$ cat src/rtl/add.sv
// Elementwise vector adder: v2[i] = v0[i] + v1[i] for i = 0..N-1.
// Started by a one-cycle tstart pulse. Each cycle it issues one read to the
// v0/v1 memories and, one cycle later, one write to v2.
// Optional feature: define ADD_DONE_EN to add a one-cycle 'done' pulse that
// fires on the cycle after the final write.
//
// Handshake: none. tstart is a level sampled at posedge and only honoured
// in IDLE. rd_en/addr are presented to synchronous-read memories; their
// rd_data is valid the cycle after. wr_en/addr/data form a single-cycle write.
module add #(
  parameter int N      = 128,
  parameter int ADDR_W = 7,
  parameter int DATA_W = 32,
  parameter int LANES  = 8
) (
  input  logic                    clk,
  input  logic                    rst,
  input  logic                    tstart,
  output logic [LANES*ADDR_W-1:0] v0_addr,
  output logic                    v0_rd_en,
  input  logic [DATA_W-1:0]       v0_rd_data,
  output logic [ADDR_W-1:0]       v1_addr,
  output logic                    v1_rd_en,
  input  logic [DATA_W-1:0]       v1_rd_data,
  output logic [ADDR_W-1:0]       v2_addr,
  output logic                    v2_wr_en,
  output logic [2*DATA_W-1:0]     v2_wr_data
`ifdef ADD_DONE_EN
  ,
  output logic                    done
`endif
);

  localparam logic [1:0] IDLE  = 2'd0;
  localparam logic [1:0] RUN   = 2'd1;
  localparam logic [1:0] DRAIN = 2'd2;

  localparam logic [ADDR_W-1:0] LAST = ADDR_W'(N - 1);

  logic [1:0]        state;
  logic [ADDR_W-1:0] idx;
  logic              rd_en;
  logic              wr_en;
  logic [ADDR_W-1:0] wr_addr;

  // Read-side sequencer: walks idx 0..N-1 with rd_en high, then one DRAIN cycle.
  // idx returns to 0 whenever reads stop so idle addresses sit at 0.
  always_ff @(posedge clk) begin
    if (rst) begin
      state <= IDLE;
      idx   <= '0;
      rd_en <= 1'b0;
    end else begin
      case (state)
        IDLE: begin
          if (tstart) begin
            state <= RUN;
            rd_en <= 1'b1;
            idx   <= '0;
          end
        end
        RUN: begin
          if (idx == LAST) begin
            state <= DRAIN;
            rd_en <= 1'b0;
            idx   <= '0;
          end else begin
            idx <= idx + 1'b1;
          end
        end
        DRAIN: begin
          state <= IDLE;
        end
        default: begin
          state <= IDLE;
          rd_en <= 1'b0;
          idx   <= '0;
        end
      endcase
    end
  end

  // Write stage: read enable/address delayed one cycle to line up with rd_data.
  always_ff @(posedge clk) begin
    if (rst) begin
      wr_en   <= 1'b0;
      wr_addr <= '0;
    end else begin
      wr_en   <= rd_en;
      wr_addr <= idx;
    end
  end

`ifdef ADD_DONE_EN
  // Done pulse: registered off the final write so it lands the cycle after it.
  always_ff @(posedge clk) begin
    if (rst) begin
      done <= 1'b0;
    end else begin
      done <= wr_en && (wr_addr == LAST);
    end
  end
`endif

  assign v0_addr    = {LANES{idx}};
  assign v0_rd_en   = rd_en;
  assign v1_addr    = idx;
  assign v1_rd_en   = rd_en;
  assign v2_addr    = wr_addr;
  assign v2_wr_en   = wr_en;
  // Zero-extended sum; the doubled width keeps the carry.
  assign v2_wr_data = {{DATA_W{1'b0}}, v0_rd_data} + {{DATA_W{1'b0}}, v1_rd_data};

endmodule

$ cat config.mk
export PLATFORM = sky130hd
export DESIGN_NAME = add
export DESIGN_NICKNAME = d
export VERILOG_FILES = /design/src/rtl/add.sv
export SDC_FILE = /design/constraint.sdc
export NUM_CORES = 1
export LEC_CHECK = 0
export ABC_CLOCK_PERIOD_IN_PS = 6300
export CORE_ASPECT_RATIO = 0.9
export CORE_MARGIN = 2
export CORE_UTILIZATION = 40
export DETAILED_ROUTE_END_ITERATION = 16
export PLACE_DENSITY = 0.89
export SYNTH_ARGS = -nofsm -noshare
export SYNTH_HDL_FRONTEND = slang
export SYNTH_SLANG_ARGS = --single-unit
$ cat constraint.sdc
create_clock -name clk -period 6.3 [get_ports clk]
set_input_delay 0.63 -clock clk [delete_from_list [all_inputs] [get_ports clk]]
set_output_delay 0.63 -clock clk [all_outputs]
set_load 0.02 [all_outputs]
==> results of run 1 <==
## stage by stage
stage | setup slack [ns] | hold slack, ns | util | cells
6_report | 1.993 | 0.4934 | 0.5832 | 598
5_1_grt | 1.756 | 0.5081 | 0.5832 | 598
4_1_cts | 1.971 | 0.4980 | 0.5832 | 598
3_5_place_dp | 2.000 | 0.4898 | 0.5776 | 595
3_3_place_gp | 2.038 | 0.4832 | 0.5776 | 595
2_1_floorplan | 3.147 | 0.4601 | - | 421
## registers in the layout (all words and copies together), names as in the netlist
register,cells
v1_addr,7
v2_addr,7
state,2
v0_rd_en,1
v2_wr_en,1
## cells by family (layout without fill, tap and decap cells)
kind of cell             Yosys count  count (layout)  synth area share
adder cells (fa/ha/maj)           34              34            0.1432
flip-flops                        18              18            0.1192
other                              1              31          0.001240
AND/OR/NAND/NOR                   93              93            0.1593
buffers and inverters            107             188            0.2437
multiplexers                       1               1          0.003310
AO/OA/AOI/OAI                    106             106            0.2404
XOR/XNOR                          31              31           0.08978
## metal layers
metal,up-vias,GRT usage,share of wire
met3,15,0.02870,0.095
met2,155,0.2975,0.48
met4,0,0.04286,0.018
met1,1333,0.2015,0.41
li1,1479,-,-
met5,-,0,0
## where the power goes
part           total (W)  internal (W)  switching (W)  leakage, nW
combinational   0.000432      0.000205       0.000228         1.58
sequential      0.000121      0.000117     0.00000398        0.146
clock          0.0000761     0.0000424      0.0000337       0.0216
## layout make-up
type / instances / area [um2] / share of cell area
Multi-Input combinational cell: 296 / 2039 / 0.4706
Tap cell: 96 / 120.1 / 0.02771
Inverter: 13 / 51.30 / 0.01184
Timing Repair Buffer: 172 / 1722 / 0.3972
Clock buffer: 3 / 41.29 / 0.009527
Sequential cell: 18 / 360.3 / 0.08314
## worst max-delay path, stage by stage
cell	delay, ns
clkdlybuf4s50_1	0.40
ha_1	0.24
fa_1	0.41
a21oi_1	0.25
o21ai_1	0.16
nand3_1	0.13
a211oi_2	0.11
o31ai_4	0.25
nand2_2	0.13
a31oi_2	0.21
xnor2_1	0.14
clkdlybuf4s50_1	0.62
## how the worst max path moves through the flow
stage                  startpoint              to  slack (ns)
global route        v0_rd_data[0]  v2_wr_data[18]        1.76
detailed placement  v0_rd_data[0]  v2_wr_data[18]        2.00
global placement    v0_rd_data[4]  v2_wr_data[31]        2.04
finish              v0_rd_data[0]  v2_wr_data[28]        1.99
CTS                 v0_rd_data[0]  v2_wr_data[18]        1.97
floorplan           v0_rd_data[4]  v2_wr_data[31]        3.15
## cells in the final DEF (no fill, tap or decap), types with 12 or more instances in the layout
cell	n
a21oi_1	33
clkdlybuf4s50_1	172
conb_1	31
dfxtp_1	18
ha_1	33
nand2_1	20
nor2_1	21
nor2b_1	13
o21ai_0	12
xnor2_1	18
xor2_1	13
==> results.sh, run 1 <==
export IMPL_ys_warn_count=0
export IMPL_fin_crit_ns=4.307
export IMPL_cp_arrival_ns=3.68
export IMPL_synth_edf_count=0
export IMPL_fin_area_um2=4334
export IMPL_ys_types=52
export IMPL_fin_tns_setup_ns=0
export IMPL_gp_congestion=0.8835
export IMPL_fmax_mhz=232.2
export IMPL_syn_to_final_growth_pct=43.32
export IMPL_clockBufferDepth=2
export IMPL_grt_ovfl_total=0
export IMPL_reg2reg_depth=6
export IMPL_yosysSeqAreaShare=0.1192
export IMPL_wire_per_inst_um=12.58
export IMPL_grt_max_degree=15
export IMPL_hp_start="v0_rd_en"
export IMPL_drv_cap=0
export IMPL_worstPathRequired_ns=5.67
export IMPL_cts_setup_buffers=0
export IMPL_drive_gt1_frac=0.03187
export IMPL_r2r_start="v1_addr[3]"
export IMPL_power_density_nw_per_um2=145.1
export IMPL_numCtsBuffers=3
export IMPL_rsz0062_at_grt="no"
export IMPL_drc_errors=0
export IMPL_hold_end="v2_wr_en"
export IMPL_crit_type="input pin to primary output"
export IMPL_io_buffers=172
export IMPL_viasPerCell=4.987
export IMPL_ir_drop_v=0.00006549
export IMPL_grt_use_total=0.1652
export IMPL_ys_top_cells_by_area="buf_4, ha_1, dfxtp_1"
export IMPL_dr_pass1_iters=4
export IMPL_p_leak_nw=1.746
export IMPL_r2r_slack_ns=4.78
export IMPL_root_buffer="clkbuf_8"
export IMPL_hpwl_um=6417
export IMPL_ctsHoldBuffers=0
export IMPL_worst_r2r_endpoint="v0_rd_en"
export IMPL_synth_ff_latch_count=18
export IMPL_vias=2982
export IMPL_die_w_um=95.66
export IMPL_core_area_um2=7432
export IMPL_cp_end_kind="primary output"
export IMPL_h_tree_depth=1
export IMPL_grt_pass1_wl_um=11460
export IMPL_grt_pass1_vias=2665
export IMPL_place_area_um2=4293
export IMPL_synth_largest_area_cell="buf_4"
export IMPL_final_antenna_net_count=0
export IMPL_ys_flop_type="dfxtp_1"
export IMPL_cts_tree="done"
export IMPL_hold_viol_final=0
export IMPL_fin_skew_ns=0.0008398
export IMPL_drt_iter0_markers=82
export IMPL_fill_cells=635
export IMPL_cts_resized=0
export IMPL_syn_inst=391
export IMPL_post_synth_top_count_cell="buf_4"
export IMPL_diodes=0
export IMPL_ios=204
export IMPL_clk_latency_ns=0.25
export IMPL_die_area_um2=8273
export IMPL_async_flop_share=0
export IMPL_yosysTopAreaCellShare=0.2185
export IMPL_holdPathStages=1
export IMPL_antenna_found_initial=0
export IMPL_avgSynthCellArea_um2=7.734
export IMPL_initial_core_util=0.4069
export IMPL_synth_area_um2=3024
export IMPL_power_total_w=0.0006290
export IMPL_slew_viol_final=0
export IMPL_drt_wl_total_um=7525
export IMPL_clk_pin_slew_ns=0.06
export IMPL_hold_path_class="flop to flop"
export IMPL_start_kind="input pin"
export IMPL_rows=30
export IMPL_crit_fanout=3
export IMPL_nets=605
export IMPL_synthTopCellsByCount="buf_4, a21oi_1, ha_1, nor2_1, nand2_1"
export IMPL_setup_viol_count_final=0
export IMPL_cts_sinks=18
export IMPL_die_h_um=86.49
export IMPL_period_share=0.6836
export IMPL_outcome="finished, final reports clean"
Note: power is estimated with default switching activity, not from simulation.
==> inputs of run 2 (changes only) <==
==> config.mk (replaced) <==
export PLATFORM = sky130hd
export DESIGN_NAME = add
export DESIGN_NICKNAME = d
export VERILOG_FILES = /design/src/rtl/add.sv
export SDC_FILE = /design/constraint.sdc
export NUM_CORES = 1
export LEC_CHECK = 0
export ABC_CLOCK_PERIOD_IN_PS = 3800
export CORE_ASPECT_RATIO = 0.9
export CORE_MARGIN = 2
export CORE_UTILIZATION = 33
export DETAILED_ROUTE_END_ITERATION = 16
export PLACE_DENSITY = 0.78
export SYNTH_ARGS = -nofsm -noshare
export SYNTH_HDL_FRONTEND = slang
export SYNTH_SLANG_ARGS = --single-unit
==> constraint.sdc (replaced) <==
create_clock -name clk -period 3.8 [get_ports clk]
set_input_delay 0.38 -clock clk [delete_from_list [all_inputs] [get_ports clk]]
set_output_delay 0.38 -clock clk [all_outputs]
set_load 0.02 [all_outputs]
==> run 2 against run 1 <==
Against the previous run: final cell count rose by 5.7%; largest power group unchanged; power rose by 72%; clock-buffer cell count rose by 1; critical path depth fell by 1; critical path type unchanged.
==> results.sh, run 2 (synthesized netlist as in run 1, its figures left out) <==
export IMPL_outcome="finished, final reports clean"
export IMPL_core_area_um2=9001
export IMPL_fill_cells=893
export IMPL_clk_pin_slew_ns=0.07
export IMPL_p_leak_nw=1.859
export IMPL_drv_cap=0
export IMPL_grt_pass1_vias=2877
export IMPL_rsz0062_at_grt="yes"
export IMPL_viasPerCell=4.734
export IMPL_dr_pass1_iters=4
export IMPL_slowest_delay_ns=0.63
export IMPL_gp_congestion=0.8822
export IMPL_numCtsBuffers=3
export IMPL_dp_cells=628
export IMPL_cp_end_kind="primary output"
export IMPL_clockBufferDepth=2
export IMPL_worst_slack_ns=0.2036
export IMPL_final_cell_mix="clkdlybuf4s50_1, a21oi_1, ha_1"
export IMPL_io_buffers=172
export IMPL_regArea_um2=360.3
export IMPL_h_tree_depth=1
export IMPL_holdPathStages=1
export IMPL_hold_slack_ns=0.5200
export IMPL_worst_r2r_endpoint="v0_rd_en"
export IMPL_drt_wl_total_um=8245
export IMPL_final_antenna_net_count=0
export IMPL_slew_viol_final=0
export IMPL_drc_errors=0
export IMPL_grt_max_degree=15
export IMPL_place_ws_ns=0.05164
export IMPL_final_common_cell="clkdlybuf4s50_1"
export IMPL_fin_crit_ns=3.596
export IMPL_ir_drop_v=0.0001735
export IMPL_grt_use_total=0.1579
export IMPL_crit_fanout=5
export IMPL_root_buffer="clkbuf_8"
export IMPL_setup_viol_count_final=0
export IMPL_nets=612
export IMPL_place_area_um2=4378
export IMPL_multiInputGateArea_um2=2046
export IMPL_antenna_found_initial=0
export IMPL_utilization=0.4954
export IMPL_period_share=0.9464
export IMPL_r2r_slack_ns=2.26
export IMPL_drive_gt1_frac=0.05098
export IMPL_hold_path_class="flop to flop"
export IMPL_fmax_mhz=278.1
export IMPL_start_kind="input pin"
export IMPL_hp_start="v0_rd_en"
export IMPL_instances_no_fill=632
export IMPL_initial_core_util=0.3360
export IMPL_cts_tree="done"
export IMPL_diodes=0
export IMPL_clk_latency_ns=0.25
export IMPL_die_w_um=104.9
export IMPL_hold_end="v2_wr_en"
export IMPL_fin_area_um2=4459
export IMPL_rows=33
export IMPL_worstPathRequired_ns=3.42
export IMPL_die_h_um=94.82
export IMPL_drt_iter0_markers=64
export IMPL_hold_viol_final=0
export IMPL_crit_type="input pin to primary output"
export IMPL_syn_to_final_growth_pct=47.46
export IMPL_hpwl_um=7167
export IMPL_cts_setup_buffers=0
export IMPL_grt_pass1_wl_um=13030
export IMPL_reg2reg_depth=6
export IMPL_ios=204
export IMPL_fin_skew_ns=0.002197
export IMPL_power_density_nw_per_um2=242.8
export IMPL_vias=2992
export IMPL_cts_sinks=18
export IMPL_die_area_um2=9947
export IMPL_cp_arrival_ns=3.22
export IMPL_wire_per_inst_um=13.05
export IMPL_grt_ovfl_total=0
export IMPL_path_cells="clkdlybuf4s50_1 -> ha_2 -> a2111oi_4 -> o21ai_2 -> nand4b_1 -> a211oi_1 -> nor2_1 -> o21ai_1 -> a31oi_1 -> xnor2_1 -> clkdlybuf4s50_1"
export IMPL_path_common_cell="clkdlybuf4s50_1"
export IMPL_r2r_start="v1_addr[3]"
export IMPL_cp_slowest_cell="clkdlybuf4s50_1"
## run 2: how the worst max path moves through the flow
stage / startpoint / end / depth (start not counted)
6_report: v0_rd_data[4] / v2_wr_data[27] / 11
5_1_grt: v0_rd_data[0] / v2_wr_data[26] / 11
4_1_cts: v0_rd_data[0] / v2_wr_data[28] / 12
3_5_place_dp: v0_rd_data[0] / v2_wr_data[28] / 12
3_3_place_gp: v0_rd_data[0] / v2_wr_data[28] / 12
2_1_floorplan: v0_rd_data[4] / v2_wr_data[31] / 9
## run 2: area by class of cell
cell class | count | share of cell area
multi-input cells | 296 | 0.4588
repair buffers | 179 | 0.4024
flip-flops and latches | 18 | 0.08081
well taps | 122 | 0.03423
clock buffers | 4 | 0.01235
inverters | 13 | 0.01150
## run 2: routing by layer
layer,wire (um),global-route usage,share of wire
met5,0,0,0
met4,191,0.06000,0.023
met3,790,0.04210,0.096
met2,4134,0.3047,0.50
met1,3129,0.1643,0.38
## run 2: repair_timing
item,in CTS,in global routing
resized for setup,0,10
setup endpoints to repair,0,12
hold buffers,0,0
## run 2: through the flow
stage / TNS, ns / power (W)
after global placement: 0 / 0.0009249
after global routing: -0.02671 / 0.001150
after floorplan: 0 / 0.0006564
final: 0 / 0.001083
after detailed placement: 0 / 0.0009316
after CTS: 0 / 0.001092
## run 2: where the power goes
part	internal, W	switching (W)
Combinational	0.000345	0.000383
Clock	0.0000921	0.0000626
Sequential	0.000193	0.00000670
Total	0.000630	0.000453
## run 2: worst max-delay path, delay by kind of cell
family	cells	cell delay, ns
xor+xnor	1	0.15
simple gates	2	0.28
buf+inv	2	1.11
compound gates	5	0.99
fa+ha+maj	1	0.32
